==> config.mk <==
export PLATFORM = sky130hd
export DESIGN_NAME = serial_load_sched
export DESIGN_NICKNAME = d
export VERILOG_FILES = /design/src/rtl/serial_load_sched.sv
export SDC_FILE = /design/constraint.sdc
export NUM_CORES = 1
export LEC_CHECK = 0
export CAP_MARGIN = 10
export CELL_PAD_IN_SITES_DETAIL_PLACEMENT = 0
export CELL_PAD_IN_SITES_GLOBAL_PLACEMENT = 2
export CORE_MARGIN = 2
export CORE_UTILIZATION = 38
export CTS_BUF_LIST = sky130_fd_sc_hd__clkbuf_4
export DETAILED_ROUTE_END_ITERATION = 8
export DONT_BUFFER_PORTS = 1
export PLACE_DENSITY_LB_ADDON = 0.1
export SLEW_MARGIN = 15
export SYNTH_ARGS = -nofsm -noshare
export SYNTH_HDL_FRONTEND = slang
export SYNTH_SLANG_ARGS = --single-unit
export TNS_END_PERCENT = 30
==> constraint.sdc <==
create_clock -name clk -period 2.7 [get_ports clk]
set_input_delay 0 -clock clk [delete_from_list [all_inputs] [get_ports clk]]
set_output_delay 0 -clock clk [all_outputs]
set_load 0.005 [all_outputs]
==> src/rtl/serial_load_sched.sv <==
`timescale 1ns/1ps
`default_nettype none
// ============================================================================
//  Module   : serial_load_sched
//  Brief    : Round-robin load scheduler sharing one parallel-to-serial shifter
//  Revision : 1.0 - initial release
// ============================================================================
module serial_load_sched #(
    parameter int NUM_REQ     = 4,
    parameter int DATA_W      = 8,
    parameter int SLOT_CYCLES = 10
) (
    input  logic                       clk,
    input  logic                       rst,
    input  logic                       en,
    input  logic [NUM_REQ-1:0]         req_valid,
    input  logic [NUM_REQ*DATA_W-1:0]  req_data,
    output logic [NUM_REQ-1:0]         req_ready,
    output logic                       load,
    output logic [DATA_W-1:0]          parallel_in,
    output logic [$clog2(NUM_REQ)-1:0] grant_id,
    output logic                       busy,
    output logic                       frame_done
);

    localparam int c_IDW = $clog2(NUM_REQ);
    localparam int c_CW  = $clog2(SLOT_CYCLES);

    localparam logic [c_CW-1:0]  c_LAST_CNT = c_CW'(SLOT_CYCLES - 1);
    localparam logic [c_IDW-1:0] c_LAST_REQ = c_IDW'(NUM_REQ - 1);

    localparam logic [0:0] c_S_IDLE = 1'b0;
    localparam logic [0:0] c_S_SLOT = 1'b1;

    logic [0:0]         r_state;
    logic [c_CW-1:0]    r_slot_cnt;
    logic [c_IDW-1:0]   r_ptr;
    logic               r_load;
    logic [DATA_W-1:0]  r_parallel_in;
    logic [c_IDW-1:0]   r_grant_id;

    logic               w_last;
    logic               w_window;
    logic               w_found;
    logic [c_IDW-1:0]   w_win;
    logic               w_accept;
    logic [NUM_REQ-1:0] w_ready;

    assign w_last   = (r_state == c_S_SLOT) && (r_slot_cnt == c_LAST_CNT);
    assign w_window = (r_state == c_S_IDLE) || w_last;

    // Search upward from the pointer with wrap; first valid requester wins.
    always_comb begin
        int w_idx;
        w_found = 1'b0;
        w_win   = '0;
        w_idx   = 0;
        for (int k = 0; k < NUM_REQ; k++) begin
            w_idx = int'(r_ptr) + k;
            if (w_idx >= NUM_REQ) begin
                w_idx = w_idx - NUM_REQ;
            end
            if (!w_found && req_valid[w_idx]) begin
                w_found = 1'b1;
                w_win   = c_IDW'(w_idx);
            end
        end
    end

    assign w_accept = !rst && en && w_window && w_found;

    always_comb begin
        w_ready = '0;
        if (w_accept) begin
            w_ready[w_win] = 1'b1;
        end
    end

    always_ff @(posedge clk) begin
        if (rst) begin
            r_state       <= c_S_IDLE;
            r_slot_cnt    <= '0;
            r_ptr         <= '0;
            r_load        <= 1'b0;
            r_parallel_in <= '0;
            r_grant_id    <= '0;
        end else begin
            r_load <= w_accept;
            if (w_accept) begin
                // A grant in the final slot cycle chains straight into a new slot.
                r_state       <= c_S_SLOT;
                r_slot_cnt    <= '0;
                r_parallel_in <= req_data[w_win*DATA_W +: DATA_W];
                r_grant_id    <= w_win;
                r_ptr         <= (w_win == c_LAST_REQ) ? '0 : w_win + 1'b1;
            end else if (r_state == c_S_SLOT) begin
                if (w_last) begin
                    r_state    <= c_S_IDLE;
                    r_slot_cnt <= '0;
                end else begin
                    r_slot_cnt <= r_slot_cnt + 1'b1;
                end
            end
        end
    end

    assign req_ready   = w_ready;
    assign load        = r_load;
    assign parallel_in = r_parallel_in;
    assign grant_id    = r_grant_id;
    assign busy        = (r_state == c_S_SLOT);
    assign frame_done  = w_last;

endmodule
`default_nettype wire

==> implementation parameters <==
Parameter                              Value

Run status
  Run status ... completed

Finish
  Final Instance Count excl. Fillers ... 176
  Number of inserted diodes ... 0
  Syn-to-layout area delta ... 37.9%
  # nets final ... 188
  Highest-count cells in the layout ignoring fill and taps ... sky130_fd_sc_hd__dlygate4sd3_1, sky130_fd_sc_hd__dfxtp_1, sky130_fd_sc_hd__mux2i_1, sky130_fd_sc_hd__nand2_1, sky130_fd_sc_hd__nor2_1
  Most frequent standard cell in the layout excluding fill and tap cells ... sky130_fd_sc_hd__dlygate4sd3_1
  Share of layout cells above drive strength 1 ... 0.152

Critical path
  CP max stage cell ... sky130_fd_sc_hd__dlygate4sd3_1
  RR Startpoint ... r_ptr[0]
  Crit Reg-Reg Endpoint ... parallel_in[0]
  Maximum fanout count along the critical path ... 6
  Cells on worst reg2reg path ... 8
  Data required time at the worst endpoint ... 2.90 ns
  Sequence of cells on the critical path ... nand2b_1, a21oi_1, a211oi_4, buf_4, mux2i_1, dlygate4sd3_1, o221ai_2, dlygate4sd3_1
  Most numerous cell on the critical path ... sky130_fd_sc_hd__dlygate4sd3_1
  First element of the critical path ... r_ptr[0]
  CP Capture Type ... flop
  Delay of the slowest cell on the worst path ... 0.60 ns
  CP Class ... reg2reg
  Nature of the critical path startpoint ... flop
  Reg-to-reg slack, setup ... 0.14 ns
  Setup crit end ... parallel_in[0]
  Data arrival at the endpoint of the critical path ... 2.75 ns

Power and ir drop
  Total power ... 0.653 mW
  Leak pwr ... 0.581 nW
  Cell Pwr Density ... 451 nW/µm²
  Peak supply drop ... 0.263 mV

Logic synthesis
  Post-Syn Instances ... 109
  Cell area after synthesis ... 1050 µm²
  Number of library cell types mapped by synthesis ... 30
  Count of yosys warnings during synthesis ... 0
  Share of synthesized area occupied by flip-flops and latches ... 0.344
  Nets in the synthesized netlist ... 151
  Post-synthesis sequential element count ... 18
  Avg Synthesized Cell Area ... 9.62 µm²

Clock network
  Post-CTS Resized ... 0
  Clock buffers created by TritonCTS ... 3
  # H-tree levels ... 1
  Clock insertion delay at the later pin of the skew report ... 0.30 ns
  Clock edge transition at the registers on the reported setup and hold paths ... 0.11 ns
  Clock Root Buffer ... sky130_fd_sc_hd__clkbuf_4
  CTS Sinks ... 18
  Maximum number of buffers from clock root to sink ... 2
  TritonCTS clock tree ... done

Floorplan
  FP Rows ... 19
  Initial cell density of the core ... 0.390
  Die width ... 56.5 µm
  Number of ports placed on the die boundary ... 56
  DIE AREA ... 3200 µm²
  Vertical extent of the die ... 56.5 µm
  Core box area ... 2690 µm²

Place
  Inst Count DP ... 137
  HPWL reported at the end of detailed placement ... 1660 µm
  Port Buf Inserts ... 0
  Final weighted congestion in routability-driven placement ... 0.792

Timing
  Final hold violations ... 0
  Hold WS ... 0.0230 ns
  Final worst path period share ... 0.947
  Worst slew margin relative to its limit ... 0.649
  Total negative setup slack ... 0 ns
  # setup viols final ... 0
  Setup repair after global routing missed its margin ... false
  Maximum operating frequency ... 0.391 GHz
  Least-Margin Pin Slew ... 0.527 ns
  Total count of max-transition violations in the final report ... 0
  Worst clock skew ... 0.00848 ns
  Final min period ... 2.56 ns

Global routing
  First-pass GRT wire length ... 4070 µm
  Via count of the first global-routing pass ... 898
  Global-route usage over all layers ... 0.167
  Total congestion overflow after global routing ... 0
  Pin count of the biggest net entering global routing ... 14
  Initial antenna violation count ... 0

Run
  Number of max-cap violations ... 0

Drt
  Mean number of vias per cell ... 5.13
  Number of iterations in the first detailed-routing pass ... 4
  Aggregate routed wire length ... 2650 µm
  Total vias in the final route ... 903
  Remaining DRCs ... 0
  Iteration-0 DRC Markers ... 23
  Post-route antenna net violation count ... 0
  Routed wire per std cell ... 15.1 µm

Worst hold path
  HP Class ... in2reg
[registers in the layout, indices dropped and copies added, names as in the netlist]
name and flops:
parallel_in 8, r_slot_cnt 4, grant_id 2, r_ptr 2, busy 1, load 1
[synth_stat cells]
library cell	count	area, µm²
sky130_fd_sc_hd__a211oi_1	1	7.51
sky130_fd_sc_hd__a211oi_2	1	12.5
sky130_fd_sc_hd__a21oi_1	6	30.0
sky130_fd_sc_hd__a21oi_2	1	8.76
sky130_fd_sc_hd__a22o_1	1	8.76
sky130_fd_sc_hd__and2_1	2	12.5
sky130_fd_sc_hd__buf_6	3	33.8
sky130_fd_sc_hd__clkbuf_1	1	3.75
sky130_fd_sc_hd__dfxtp_1	18	360
sky130_fd_sc_hd__ha_1	3	37.5
sky130_fd_sc_hd__inv_1	5	18.8
sky130_fd_sc_hd__inv_2	1	3.75
sky130_fd_sc_hd__mux2i_1	16	160
sky130_fd_sc_hd__nand2_1	13	48.8
sky130_fd_sc_hd__nand2_2	1	6.26
sky130_fd_sc_hd__nand2b_1	3	18.8
sky130_fd_sc_hd__nand2b_4	1	13.8
sky130_fd_sc_hd__nand3b_1	2	15.0
sky130_fd_sc_hd__nand4_1	1	6.26
sky130_fd_sc_hd__nor2_1	9	33.8
sky130_fd_sc_hd__nor2_2	1	6.26
sky130_fd_sc_hd__nor3_1	2	10.0
sky130_fd_sc_hd__nor3_2	1	10.0
sky130_fd_sc_hd__nor3b_1	2	15.0
sky130_fd_sc_hd__o221ai_1	1	8.76
sky130_fd_sc_hd__o221ai_2	7	105
sky130_fd_sc_hd__o22ai_1	2	12.5
sky130_fd_sc_hd__o41ai_2	1	16.3
sky130_fd_sc_hd__or3_1	1	6.26
sky130_fd_sc_hd__xor2_1	2	17.5
[power by group]
part,switching (mW),total (mW),internal [mW],leakage (nW)
Sequential,0.0191,0.305,0.286,0.147
Combinational,0.0852,0.206,0.121,0.418
Clock,0.0888,0.143,0.0538,0.0154
Total,0.193,0.653,0.460,0.581
[how the worst min path moves through the flow]
stage | to | depth (start not counted) | from | slack (ns)
floorplan | busy | 2 | en | 0.17
global placement | grant_id[0] | 1 | rst | 0.07
detailed placement | busy | 1 | rst | 0.07
CTS | r_slot_cnt[0] | 3 | en | 0.009
global route | r_slot_cnt[0] | 3 | en | 0.01
finish | r_slot_cnt[0] | 3 | en | 0.02
[through the flow]
step	util	setup WS (ns)	instance area [µm²]
2_1_floorplan	-	1.14	1050
3_3_place_gp	0.401	0.829	1080
3_5_place_dp	0.401	0.831	1080
4_1_cts	0.530	0.0291	1420
5_1_grt	0.538	0.0452	1450
6_report	0.538	0.144	1450
[metal layers]
layer | share of wire | GRT usage | vias to the layer above
li1 | - | - | 463
met1 | 0.40 | 0.182 | 407
met2 | 0.53 | 0.296 | 31
met3 | 0.061 | 0.0507 | 2
met4 | 0.0060 | 0.0714 | 0
met5 | 0 | 0 | -
[area by class of cell]
cell class | instances | area [µm²]
Clock buffer | 3 | 22.5
Clock inverter | 1 | 3.75
Fill cell | 250 | 1240
Inverter | 6 | 22.5
Multi-Input combinational cell | 81 | 636
Sequential cell | 18 | 360
Tap cell | 31 | 38.8
Timing Repair Buffer | 36 | 363
[cell families (layout without fill, tap and decap cells)]
kind of cell               Yosys count  count (layout)  share of synthesized area
and+or+nand+nor                     39              39                      0.193
AOI/OAI and AO/OA                   21              21                      0.200
DFF                                 18              18                      0.344
muxes                               16              16                      0.153
buffers and inverters               10              46                     0.0573
adders and majority gates            3               3                     0.0358
xor gates and xnor gates             2               2                     0.0167
[timing repair]
action / in CTS / in global routing
endpoints found under the hold margin: 17 / 0
setup endpoints to repair: 0 / 2
hold buffers: 32 / 0
setup buffers: 0 / 3
[worst max-delay path, delay by kind of cell, from the launching register on]
kind / cells / cell delay [ns]
AO/OA/AOI/OAI: 3 / 0.39
buffers and inverters: 3 / 1.37
flip-flops: 1 / 0.37
multiplexers: 1 / 0.19
AND/OR/NAND/NOR: 1 / 0.14
Power figures use the tool's default switching activity.
